$ cat config.mk
export PLATFORM = sky130hd
export DESIGN_NAME = pipelined_alu
export DESIGN_NICKNAME = d
export VERILOG_FILES = /design/src/rtl/pipelined_alu.sv
export SDC_FILE = /design/constraint.sdc
export NUM_CORES = 1
export LEC_CHECK = 0
export BUFFER_PORTS_ARGS = -buffer_cell sky130_fd_sc_hd__buf_2
export CORE_MARGIN = 5
export CORE_UTILIZATION = 25
export CTS_CLUSTER_SIZE = 8
export DETAILED_ROUTE_END_ITERATION = 16
export PLACE_DENSITY_LB_ADDON = 0.08
export SLEW_MARGIN = 30
export SYNTH_ARGS = -nofsm -noshare
export SYNTH_HDL_FRONTEND = slang
export SYNTH_SLANG_ARGS = --single-unit
$ cat constraint.sdc
create_clock -name clk -period 11.5 [get_ports clk]
set_input_delay 1.15 -clock clk [delete_from_list [all_inputs] [get_ports clk]]
set_output_delay 1.15 -clock clk [all_outputs]
set_load 0.02 [all_outputs]
$ cat src/rtl/pipelined_alu.sv
// pipelined_alu: registered ALU behind a valid/ready handshake.
// Single-cycle ops register on the accept edge; MUL runs a WIDTH-cycle
// signed shift-add engine. Status flags {C,L,F,Z,N} are held here so
// ADDC/SUBC see the carry of the previous operation.
//
// Opcode map (op[7:4] class, op[3:0] sub-op):
//   0x0_ RTYPE : 1 AND, 2 OR, 3 XOR, 5 ADD, 6 ADDU, 7 ADDC,
//                9 SUB, A SUBC, B CMP, D MOV, E MUL
//   0x10 ANDI, 0x20 ORI, 0x30 XORI, 0x50 ADDI, 0x60 ADDUI,
//   0x90 SUBI, 0xB0 CMPI, 0xD0 MOVI, 0xF0 LUI (immediate sub-op must be 0)
//   0x40 LOAD, 0x44 STORE
//   0x80 LSHI +1, 0x81 LSHI -1, 0x82 ASHUI +1, 0x83 ASHUI -1,
//   0x84 LSH, 0x85 STORI, 0x86 ASHU
// Anything else is illegal: result 0, flags untouched.
module pipelined_alu #(
  parameter int WIDTH   = 16,
  parameter int CTL_LEN = 8,
  parameter int SHAMT_W = 5
) (
  input  logic               clk,
  input  logic               reset_n,
  input  logic               in_valid,
  output logic               in_ready,
  input  logic [CTL_LEN-1:0] op,
  input  logic [WIDTH-1:0]   src,
  input  logic [WIDTH-1:0]   dst,
  output logic               out_valid,
  input  logic               out_ready,
  output logic [WIDTH-1:0]   result,
  output logic               illegal,
  output logic [4:0]         flags
);

  localparam int FC = 4;  // flag bit positions in {C,L,F,Z,N}
  localparam int CW = $clog2(WIDTH + 1);
  localparam int MSB = WIDTH - 1;

  localparam logic [7:0] OP_ADDC = 8'h07;
  localparam logic [7:0] OP_SUBC = 8'h0A;
  localparam logic [7:0] OP_MUL  = 8'h0E;

  typedef enum logic [1:0] {IDLE, MUL_RUN, HOLD} st_t;

  typedef struct packed {
    logic [WIDTH-1:0] r;
    logic [4:0]       f;
    logic             ill;
  } exe_t;

  st_t st_q, st_d;
  logic rdy_q;
  logic acc_en;

  logic [3:0] cls, sub;
  logic [7:0] opc;

  // multiplier state
  logic [2*WIDTH-1:0] mcand, acc, pp, acc_nx;
  logic [WIDTH-1:0]   mplier;
  logic [CW-1:0]      cnt;
  logic               mul_last, mul_ovf;
  logic [WIDTH:MSB]   mul_hi;

  // single-cycle datapath
  logic               add_cin, sub_cin;
  logic [WIDTH:0]     add_w, sub_w;
  logic               add_ovf, sub_ovf;
  logic [SHAMT_W-1:0] amt, sh_mag;
  logic               sh_imm, sh_neg, sh_ari;
  logic [WIDTH:0]     shl, srl, sra;
  exe_t               ex;

  function automatic logic [1:0] zn(input logic [WIDTH-1:0] v);
    return {v == '0, v[MSB]};
  endfunction

  assign opc      = op[7:0];
  assign cls      = opc[7:4];
  assign sub      = opc[3:0];
  assign in_ready = rdy_q & (st_q == IDLE);
  assign out_valid = (st_q == HOLD);
  assign acc_en   = in_valid & in_ready;

  // add / subtract with optional stored carry
  assign add_cin = (opc == OP_ADDC) & flags[FC];
  assign sub_cin = (opc == OP_SUBC) & flags[FC];
  assign add_w   = {1'b0, dst} + {1'b0, src} + {{WIDTH{1'b0}}, add_cin};
  assign sub_w   = {1'b0, dst} - {1'b0, src} - {{WIDTH{1'b0}}, sub_cin};
  assign add_ovf = (dst[MSB] == src[MSB]) & (add_w[MSB] != dst[MSB]);
  assign sub_ovf = (dst[MSB] != src[MSB]) & (sub_w[MSB] != dst[MSB]);

  // shift controls: immediate forms shift by one, register forms use
  // the signed low bits of src (negative means shift right)
  assign amt    = src[SHAMT_W-1:0];
  assign sh_imm = (sub[3:2] == 2'b00);
  assign sh_ari = sub[1];
  assign sh_neg = sh_imm ? sub[0] : amt[SHAMT_W-1];
  assign sh_mag = sh_imm ? SHAMT_W'(1)
                : (amt[SHAMT_W-1] ? (~amt + SHAMT_W'(1)) : amt);

  // one extra bit on the outgoing side captures the last bit shifted out
  assign shl = {1'b0, dst} << sh_mag;
  assign srl = {dst, 1'b0} >> sh_mag;
  assign sra = $signed({dst, 1'b0}) >>> sh_mag;

  // one-cycle result, flags and illegal decode
  always_comb begin
    ex     = '0;
    ex.f   = flags;
    case (cls)
      4'h0: begin
        case (sub)
          4'h1: begin ex.r = dst & src; ex.f = {3'b000, zn(ex.r)}; end
          4'h2: begin ex.r = dst | src; ex.f = {3'b000, zn(ex.r)}; end
          4'h3: begin ex.r = dst ^ src; ex.f = {3'b000, zn(ex.r)}; end
          4'h5, 4'h7: begin
            ex.r = add_w[MSB:0];
            ex.f = {add_w[WIDTH], 1'b0, add_ovf, zn(ex.r)};
          end
          4'h6: begin
            ex.r = add_w[MSB:0];
            ex.f = {add_w[WIDTH], 2'b00, zn(ex.r)};
          end
          4'h9, 4'hA: begin
            ex.r = sub_w[MSB:0];
            ex.f = {sub_w[WIDTH], 1'b0, sub_ovf, zn(ex.r)};
          end
          4'hB: ex.f = {1'b0, dst < src, 1'b0, dst == src,
                        $signed(dst) < $signed(src)};
          4'hD: ex.r = dst;
          4'hE: ;  // MUL handled by the shift-add engine
          default: ex.ill = 1'b1;
        endcase
      end
      4'h1, 4'h2, 4'h3, 4'h5, 4'h6, 4'h9, 4'hB, 4'hD, 4'hF: begin
        if (sub != 4'h0) begin
          ex.ill = 1'b1;
        end else begin
          case (cls)
            4'h1: begin ex.r = dst & src; ex.f = {3'b000, zn(ex.r)}; end
            4'h2: begin ex.r = dst | src; ex.f = {3'b000, zn(ex.r)}; end
            4'h3: begin ex.r = dst ^ src; ex.f = {3'b000, zn(ex.r)}; end
            4'h5: begin
              ex.r = add_w[MSB:0];
              ex.f = {add_w[WIDTH], 1'b0, add_ovf, zn(ex.r)};
            end
            4'h6: begin
              ex.r = add_w[MSB:0];
              ex.f = {add_w[WIDTH], 2'b00, zn(ex.r)};
            end
            4'h9: begin
              ex.r = sub_w[MSB:0];
              ex.f = {sub_w[WIDTH], 1'b0, sub_ovf, zn(ex.r)};
            end
            4'hB: ex.f = {1'b0, dst < src, 1'b0, dst == src,
                          $signed(dst) < $signed(src)};
            4'hD: ex.r = dst;
            default: ex.r = dst << (WIDTH / 2);  // LUI
          endcase
        end
      end
      4'h4: begin
        if (sub == 4'h0 || sub == 4'h4) ex.r = dst;
        else                            ex.ill = 1'b1;
      end
      4'h8: begin
        case (sub)
          4'h0, 4'h1, 4'h2, 4'h3, 4'h4, 4'h6: begin
            if (!sh_neg) begin
              ex.r = shl[MSB:0];
              ex.f = {shl[WIDTH], 2'b00, zn(ex.r)};
            end else if (sh_ari) begin
              ex.r = sra[WIDTH:1];
              ex.f = {sra[0], 2'b00, zn(ex.r)};
            end else begin
              ex.r = srl[WIDTH:1];
              ex.f = {srl[0], 2'b00, zn(ex.r)};
            end
          end
          4'h5: ex.r = src;  // STORI
          default: ex.ill = 1'b1;
        endcase
      end
      default: ex.ill = 1'b1;
    endcase
  end

  // shift-add step; the multiplier MSB carries negative weight, so the
  // final partial product is subtracted
  assign mul_last = (cnt == CW'(1));
  assign pp       = mplier[0] ? mcand : '0;
  assign acc_nx   = mul_last ? (acc - pp) : (acc + pp);
  assign mul_hi   = acc_nx[WIDTH:MSB];
  assign mul_ovf  = ~((&acc_nx[2*WIDTH-1:MSB]) | ~(|acc_nx[2*WIDTH-1:MSB]));

  // state register
  always_ff @(posedge clk or negedge reset_n) begin
    if (!reset_n) st_q <= IDLE;
    else          st_q <= st_d;
  end

  // next-state
  always_comb begin
    st_d = st_q;
    case (st_q)
      IDLE:    if (acc_en) st_d = (opc == OP_MUL) ? MUL_RUN : HOLD;
      MUL_RUN: if (mul_last) st_d = HOLD;
      HOLD:    if (out_ready) st_d = IDLE;
      default: st_d = IDLE;
    endcase
  end

  // in_ready stays low through reset and rises on the first clock after
  always_ff @(posedge clk or negedge reset_n) begin
    if (!reset_n) rdy_q <= 1'b0;
    else          rdy_q <= 1'b1;
  end

  // result/flags registers and multiplier engine
  always_ff @(posedge clk or negedge reset_n) begin
    if (!reset_n) begin
      result  <= '0;
      illegal <= 1'b0;
      flags   <= '0;
      mcand   <= '0;
      mplier  <= '0;
      acc     <= '0;
      cnt     <= '0;
    end else if (st_q == IDLE && acc_en) begin
      if (opc == OP_MUL) begin
        mcand  <= {{WIDTH{dst[MSB]}}, dst};
        mplier <= src;
        acc    <= '0;
        cnt    <= CW'(WIDTH);
      end else begin
        result  <= ex.r;
        illegal <= ex.ill;
        flags   <= ex.f;
      end
    end else if (st_q == MUL_RUN) begin
      acc    <= acc_nx;
      mcand  <= mcand << 1;
      mplier <= mplier >> 1;
      cnt    <= cnt - CW'(1);
      if (mul_last) begin
        result  <= acc_nx[MSB:0];
        illegal <= 1'b0;
        flags   <= {2'b00, mul_ovf, zn(acc_nx[MSB:0])};
      end
    end
  end

  // mul_hi exists only for readability of the overflow window in waves
  logic unused_ok;
  assign unused_ok = ^mul_hi;

endmodule

==> out/qor.txt, run 1 <==
====================================================================================
Status                                                                  finished, final reports clean
# fillers                                                                      6,792
Post-CTS setup buffer count                                                        0
Setup slack of the worst register-to-register path                           5.55 ns
Critical Path Fanout Max                                                          27
Post-CTS Resized                                                                   0
Maximum VDD drop                                                          0.07374 mV
Std-Cell Rows                                                                     91
Switching Power                                                          0.0008421 W
Syn nets                                                                       2,286
Fin. Hold Viols                                                                    0
Synthesized instance count                                                     2,124
Core area                                                               0.06137 sq mm
Non-filler cells in the finished layout                                        2,870
Total Die Area                                                          0.06663 sq mm
Clock sinks                                                                      110
Pin count of the biggest net entering global routing                              79
Kind of launch point of the worst setup path                               input pin
Number of antenna violations at the first check in global routing                  4
Mapped cell area                                                        0.01539 sq mm
Number of global-route vias before repair                                     16.52k
Level count of the clock H-tree                                                    3
Post-synth EDFFs                                                                   0
CP arrival                                                                   6.66 ns
Unrepaired setup endpoints after global routing                                false
Cell at the root of the clock tree                                         clkbuf_16
Combinational share of power                                                   0.531
Proportion of synthesized flip-flops having asynchronous set or reset          1.000
Gp weighted congestion                                                        0.9546
Clock tree from TritonCTS                                                        yes
Layout cells sized above 1                                                   0.09187
Global-route wire length before repair                                      116.1 mm
Per-cell via count in the routed design                                        6.089
Clock latency on the worst-skew pair                                         0.39 ns
Category of the critical setup timing path                                    in2reg
Iteration-0 DRC count of the detailed router                                   1,771
Nets@finish                                                                    2,236
Grt total ovfl                                                                     0
Detail Route Antenna Nets                                                          0
HPWL after detailed placement                                               60.54 mm
# port buffers                                                                    67
Maximum Capacitance Violations                                                     0
Placed insts                                                                   2,853
Die X-Extent                                                            258.1 microns
Post-synth top flop                                                          dfrtp_1
Synth unique cells                                                                97
Fmax                                                                       157.2 MHz
Die Span Y                                                              258.1 microns
Transition at the pin with the smallest max-transition slack                1.082 ns
Iteration count of the initial detailed-routing pass                               6
Number of hold-repair buffers added at the cts stage                               0
Register share of total power                                                  0.270
Switching power share of the total                                            0.4906
Final max-slew violation count                                                     0
Multi-input combinational cell area                                     0.01175 sq mm
WHS Path Cells                                                                     2
Seq cells post-synth                                                             110
CTS clock-pin slew for the worst setup and hold paths                        0.10 ns
R2r worst-path depth                                                              20
Initial core utilization                                                      0.2508
Required time reported for the critical path endpoint                       11.80 ns
Total GRT Usage                                                               0.2294
P_leak                                                                      6.643 nW
Detailed Route WL                                                           80.27 mm
PD cells                                                                102.5 mW/mm^2
Ports                                                                             68
Wirelength per Cell                                                     27.97 microns
Total number of yosys warnings                                                     0
Max_slew headroom                                                             0.2786
Via Count                                                                     17.48k
Area used by sequential logic in the layout                             0.002753 sq mm
DR DRC count                                                                       0
Tmin final                                                                  6.361 ns
Buffers from clock root to sink, at most                                           2
Portion of total power attributed to the clock network                         0.198
Growth of design area from synthesis to finish                                8.772%
Sequential share of the synthesized area                                      0.1788
Final setup vio count                                                              0
Setup TNS Final                                                                 0 ns
Clock skew after layout                                                   0.01910 ns
Internal power summed over all cells                                     0.0008745 W
Classification of the worst-slack hold path                                  reg2reg
Num CTS Buffers                                                                    9
Element type at the critical path end                                       register
Synthesized area per cell                                                7.246 sq um
Part of the cycle the worst path needs                                        0.5531
====================================================================================
layout by cell type (no fill, tap or decap), types with 13 or more instances in the layout:
| cell type | instances |
|---|---|
| a221oi_1 | 28 |
| nand3_1 | 58 |
| a21o_1 | 21 |
| a21oi_1 | 159 |
| nor4_1 | 16 |
| nand4_1 | 21 |
| a2111oi_0 | 15 |
| mux2i_1 | 60 |
| or3_1 | 13 |
| ha_1 | 113 |
| nor3_1 | 63 |
| nor2_1 | 156 |
| and2_1 | 14 |
| xor2_1 | 28 |
| o21a_1 | 18 |
| a211o_1 | 16 |
| nor2b_1 | 14 |
| o22ai_1 | 46 |
| buf_4 | 39 |
| o31ai_1 | 17 |
| buf_2 | 66 |
| o211ai_1 | 27 |
| and3_1 | 19 |
| a221o_1 | 28 |
| a22oi_1 | 31 |
| inv_1 | 77 |
| or2_2 | 15 |
| xnor2_1 | 42 |
| a211oi_1 | 26 |
| nand2_1 | 250 |
| nand2b_1 | 23 |
| o21ai_0 | 176 |
| o221ai_1 | 22 |
| a31oi_1 | 25 |
| dfrtp_1 | 110 |
power by group through the flow:
stage / Combinational (W) / Sequential (W) / Clock (W)
after detailed placement: 0.000895 / 0.000471 / 0
after floorplan: 0.000558 / 0.000476 / 0
after CTS: 0.000899 / 0.000464 / 0.000354
final: 0.000912 / 0.000464 / 0.000341
after global routing: 0.000980 / 0.000468 / 0.000368
after global placement: 0.000898 / 0.000471 / 0
flip-flops by register name, indices dropped and copies added (netlist names):
signal and cells:
illegal 1, cnt 5, rdy_q 1, mcand 32, flags 5, result 16
st_q 2, mplier 16, acc 32
per-stage QoR:
| step | power (W) | worst slack (ns) | hold slack, ns | area, sq um | utilization |
|---|---|---|---|---|---|
| global route | 0.001816 | 4.945 | 0.5230 | 16740 | 0.2728 |
| floorplan | 0.001035 | 5.944 | 0.4496 | 15390 | - |
| detailed placement | 0.001366 | 4.954 | 0.4671 | 16420 | 0.2676 |
| CTS | 0.001717 | 5.331 | 0.4915 | 16730 | 0.2726 |
| global placement | 0.001370 | 4.974 | 0.4642 | 16420 | 0.2676 |
| finish | 0.001717 | 5.139 | 0.4849 | 16740 | 0.2728 |
layer usage:
| layer | wire length [microns] | GRT usage | vias to the layer above |
|---|---|---|---|
| met4 | 2844 | 0.07772 | 2 |
| met5 | 9 | 0 | - |
| met3 | 4975 | 0.02738 | 110 |
| met1 | 37000 | 0.3281 | 8686 |
| li1 | - | - | 7902 |
| met2 | 35430 | 0.3581 | 775 |
path summary, 6_finish.rpt:
path                       startpoint    endpoint
hold / removal              result[1]   result[1]
setup / recovery                op[7]    flags[1]
min in group asynchronous     reset_n  mplier[11]
setup reg to reg            mplier[0]    flags[2]
max in group asynchronous     reset_n    flags[4]
hold reg to reg             result[1]   result[1]
kinds of logic (layout without fill, tap and decap cells):
logic type      after synthesis  count (layout)  share of synthesized area
compound gates              792             792                     0.3529
simple gates                717             717                     0.2226
buf+inv                     247             202                    0.06097
fa+ha+maj                   118             118                    0.09837
flops                       110             110                     0.1788
xor+xnor                     70              70                    0.03983
mux                          69              69                    0.04626
other cells                   1               2                  0.0002436
layout make-up:
class,instances,area share
multi-input cells,1767,0.7017
clock buffers,9,0.01345
repair buffers,107,0.03856
clock inverters,7,0.004933
inverters,79,0.01771
diodes,1,0.0001495
flip-flops and latches,110,0.1644
well taps,790,0.05904
worst max-delay path: stages:
cell and delay [ns]:
buf_2 0.26, or2_2 0.51, nor2_1 0.35, nand2_1 0.11, or3_1 0.42, fa_1 0.43
ha_1 0.31, o21ai_0 0.18, a211oi_4 0.64, xor2_1 0.20, nor3_1 0.64, nand4_1 0.15
or4_1 0.40, or4_1 0.41, o22ai_1 0.21, a211oi_1 0.14, a21oi_1 0.14
cells in the mapped netlist (18+ instances only):
library cell | count | area share
nand2_1 | 250 | 0.061
o21ai_0 | 177 | 0.058
nor2_1 | 162 | 0.040
a21oi_1 | 159 | 0.052
clkbuf_1 | 147 | 0.036
ha_1 | 113 | 0.092
dfrtp_1 | 110 | 0.18
inv_1 | 77 | 0.019
nor3_1 | 63 | 0.020
mux2i_1 | 61 | 0.040
nand3_1 | 58 | 0.019
o22ai_1 | 46 | 0.019
xnor2_1 | 42 | 0.024
a22oi_1 | 31 | 0.015
a221o_1 | 28 | 0.018
a221oi_1 | 28 | 0.016
xor2_1 | 28 | 0.016
o211ai_1 | 27 | 0.013
a211oi_1 | 26 | 0.013
a31oi_1 | 25 | 0.010
nand2b_1 | 24 | 0.0098
o221ai_1 | 22 | 0.013
a21o_1 | 21 | 0.010
nand4_1 | 21 | 0.0085
and3_1 | 19 | 0.0077
o21a_1 | 18 | 0.0088
Power figures use the tool's default switching activity.
==> run 2: changes to the inputs <==
clock period = 5.5 ns   (was 11.5 ns; I/O delays follow)
==> run 2 against run 1 <==
  * Cell area increased by 3.9%
  * Worst setup slack lost 4.8 ns
  * Sequential power up 110%
  * Clock skew grew 0.0028 ns
  * Critical path type is now reg2reg
==> out/qor.txt, run 2 (synthesis results as in run 1) <==
================================================================================
Cells traversed along the worst timing path                         or3_1, nor4_2, nand3b_1, o31ai_1, xnor2_1, nand2_1, ha_1, a21o_1, a21o_1, a211o_1, nor4_4, nor4_1, a311oi_1, nand2_1, or4b_1, o311ai_1, nand2_1
Fmax                                                                   192.8 MHz
Clock skew after layout                                               0.02186 ns   +0.002760 ns
# port buffers                                                                67   unchanged
Detail Route Antenna Nets                                                      0   unchanged
Capturing instance or port of the critical path                         flags[2]
Critical Path Fanout Max                                                       6   -78%
Category of the critical setup timing path                               reg2reg
Pin count of the biggest net entering global routing                          70   -11%
Core area                                                           0.06137 sq mm   unchanged
Most frequent cell on the critical path                                  nand2_1
DR DRC count                                                                   0   unchanged
Iteration count of the initial detailed-routing pass                           5   -1
Die Span Y                                                          258.1 microns   unchanged
Capturing point of the worst reg2reg path                               flags[2]
Final setup vio count                                                          0   unchanged
Maximum Capacitance Violations                                                 0   unchanged
Element type at the critical path end                                   register
Wirelength per Cell                                                 27.66 microns   -1.1%
Kind of launch point of the worst setup path                            register
CP arrival                                                               5.44 ns   -1.22 ns
Per-cell via count in the routed design                                    5.948   -2.3%
Buffers from clock root to sink, at most                                       2   unchanged
DP Area                                                             0.01707 sq mm   +3.9%
R2r worst-path depth                                                          17   -15%
Leading cell type in the layout, fill and taps excluded                  nand2_1
Detailed Route WL                                                       81.71 mm   +1.8%
Total power draw                                                      0.003701 W   +120%
Gp weighted congestion                                                    0.9705   +1.7%
Largest regs                                                        acc (32), mcand (32)
Level count of the clock H-tree                                                3   unchanged
Worst path slowest cell                                                   or4b_1
Layout cells sized above 1                                                0.1285   +0.03659
Total Die Area                                                      0.06663 sq mm   unchanged
CTS clock-pin slew for the worst setup and hold paths                    0.10 ns   about the same
Ports                                                                         68   unchanged
Growth of design area from synthesis to finish                            13.00%
Maximum VDD drop                                                       0.1322 mV   +79%
Total GRT Usage                                                           0.2360   +0.006668
Setup slack of the worst register-to-register path                       0.31 ns   -5.24 ns
Number of global-route vias before repair                                 16.94k   +2.5%
Clock tree from TritonCTS                                                    yes
Initial core utilization                                                  0.2508   unchanged
Setup TNS Final                                                             0 ns   unchanged
Max_slew headroom                                                         0.3158   +0.03726
Num CTS Buffers                                                                9   unchanged
Transition at the pin with the smallest max-transition slack            1.026 ns   -0.05589 ns
Final core utilization                                                    0.2834   +0.01060
Diodes inserted                                                                0   -1
Fin. Hold Viols                                                                0   unchanged
Number of antenna violations at the first check in global routing              5   +1
Post-CTS setup buffer count                                                    0   unchanged
Clock sinks                                                                  110   unchanged
Cell at the root of the clock tree                                     clkbuf_16
P_leak                                                                  7.062 nW   +6.3%
Status                                                              finished, final reports clean
CP Launch Point                                                         mcand[4]
Global-route wire length before repair                                  119.9 mm   +3.3%
Final max-slew violation count                                                 0   unchanged
Die X-Extent                                                        258.1 microns   unchanged
PD cells                                                            212.8 mW/mm^2   +110%
Nets@finish                                                                2,321   +3.8%
Stage delay of the slowest cell on the critical path                     0.50 ns   -0.14 ns
Std-Cell Rows                                                                 91   unchanged
Tmin final                                                              5.186 ns
Grt total ovfl                                                                 0   unchanged
Clock latency on the worst-skew pair                                     0.38 ns   about the same
Launching point of the worst reg2reg path                               mcand[4]
Number of hold-repair buffers added at the cts stage                           0   unchanged
HPWL after detailed placement                                           63.13 mm   +4.3%
Classification of the worst-slack hold path                             in2async
Via Count                                                                 17.57k   +0.54%
Post-CTS Resized                                                               0   unchanged
Required time reported for the critical path endpoint                    5.75 ns   -6.05 ns
Part of the cycle the worst path needs                                    0.9430
Unrepaired setup endpoints after global routing                            false
Commonest non-fill, non-tap cells in the layout                     250 x nand2_1, 176 x o21ai_0, 158 x a21oi_1
Iteration-0 DRC count of the detailed router                               1,844   +4.1%
Finished Cell Area                                                  0.01739 sq mm   +3.9%
================================================================================
[run 2: through the flow]
stage / cells / hold WS, ns / setup slack (ns)
5_1_grt: 2954 / 0.2598 / 0.005283
6_report: 2954 / 0.1993 / 0.3136
4_1_cts: 2954 / 0.2458 / 0.1718
2_1_floorplan: 2124 / 0.2544 / 0.3304
3_5_place_dp: 2938 / 0.4721 / 0.1936
3_3_place_gp: 2938 / 0.4627 / 0.1554
[run 2: critical path: cells and delay by family, from the launching register on]
kind	cells	cell delay, ns
fa+ha+maj	1	0.37
flops	1	0.44
simple gates	9	2.28
compound gates	6	1.80
xor+xnor	1	0.15
[run 2: final cells by class]
| class | instances | area (sq um) |
|---|---|---|
| tap | 790 | 988.4 |
| sequential | 110 | 2753 |
| fill | 6763 | 43980 |
| inverter | 79 | 296.5 |
| clock inverter | 7 | 87.58 |
| timing repair buffer | 192 | 1280 |
| clock buffer | 9 | 225.2 |
| multi-input combinational | 1767 | 11760 |
[run 2: how the worst min path moves through the flow]
stage	start	end	slack [ns]
floorplan	reset_n	acc[0]	0.25
global placement	result[7]	result[7]	0.46
detailed placement	mplier[9]	mplier[9]	0.47
CTS	reset_n	acc[14]	0.25
global route	reset_n	acc[23]	0.26
finish	reset_n	acc[23]	0.20
[run 2: layer usage]
layer | GRT usage | share of wire | up-vias
met1 | 0.3373 | 0.46 | 8645
met5 | 0 | 0.00032 | -
li1 | - | - | 8067
met4 | 0.05458 | 0.025 | 4
met2 | 0.3811 | 0.45 | 743
met3 | 0.02884 | 0.064 | 111
[run 2: power breakdown]
part | switching (W) | internal (W) | total (W)
Clock | 0.000406 | 0.000329 | 0.000734
Sequential | 0.0000791 | 0.000886 | 0.000965
Combinational | 0.00131 | 0.000689 | 0.00200
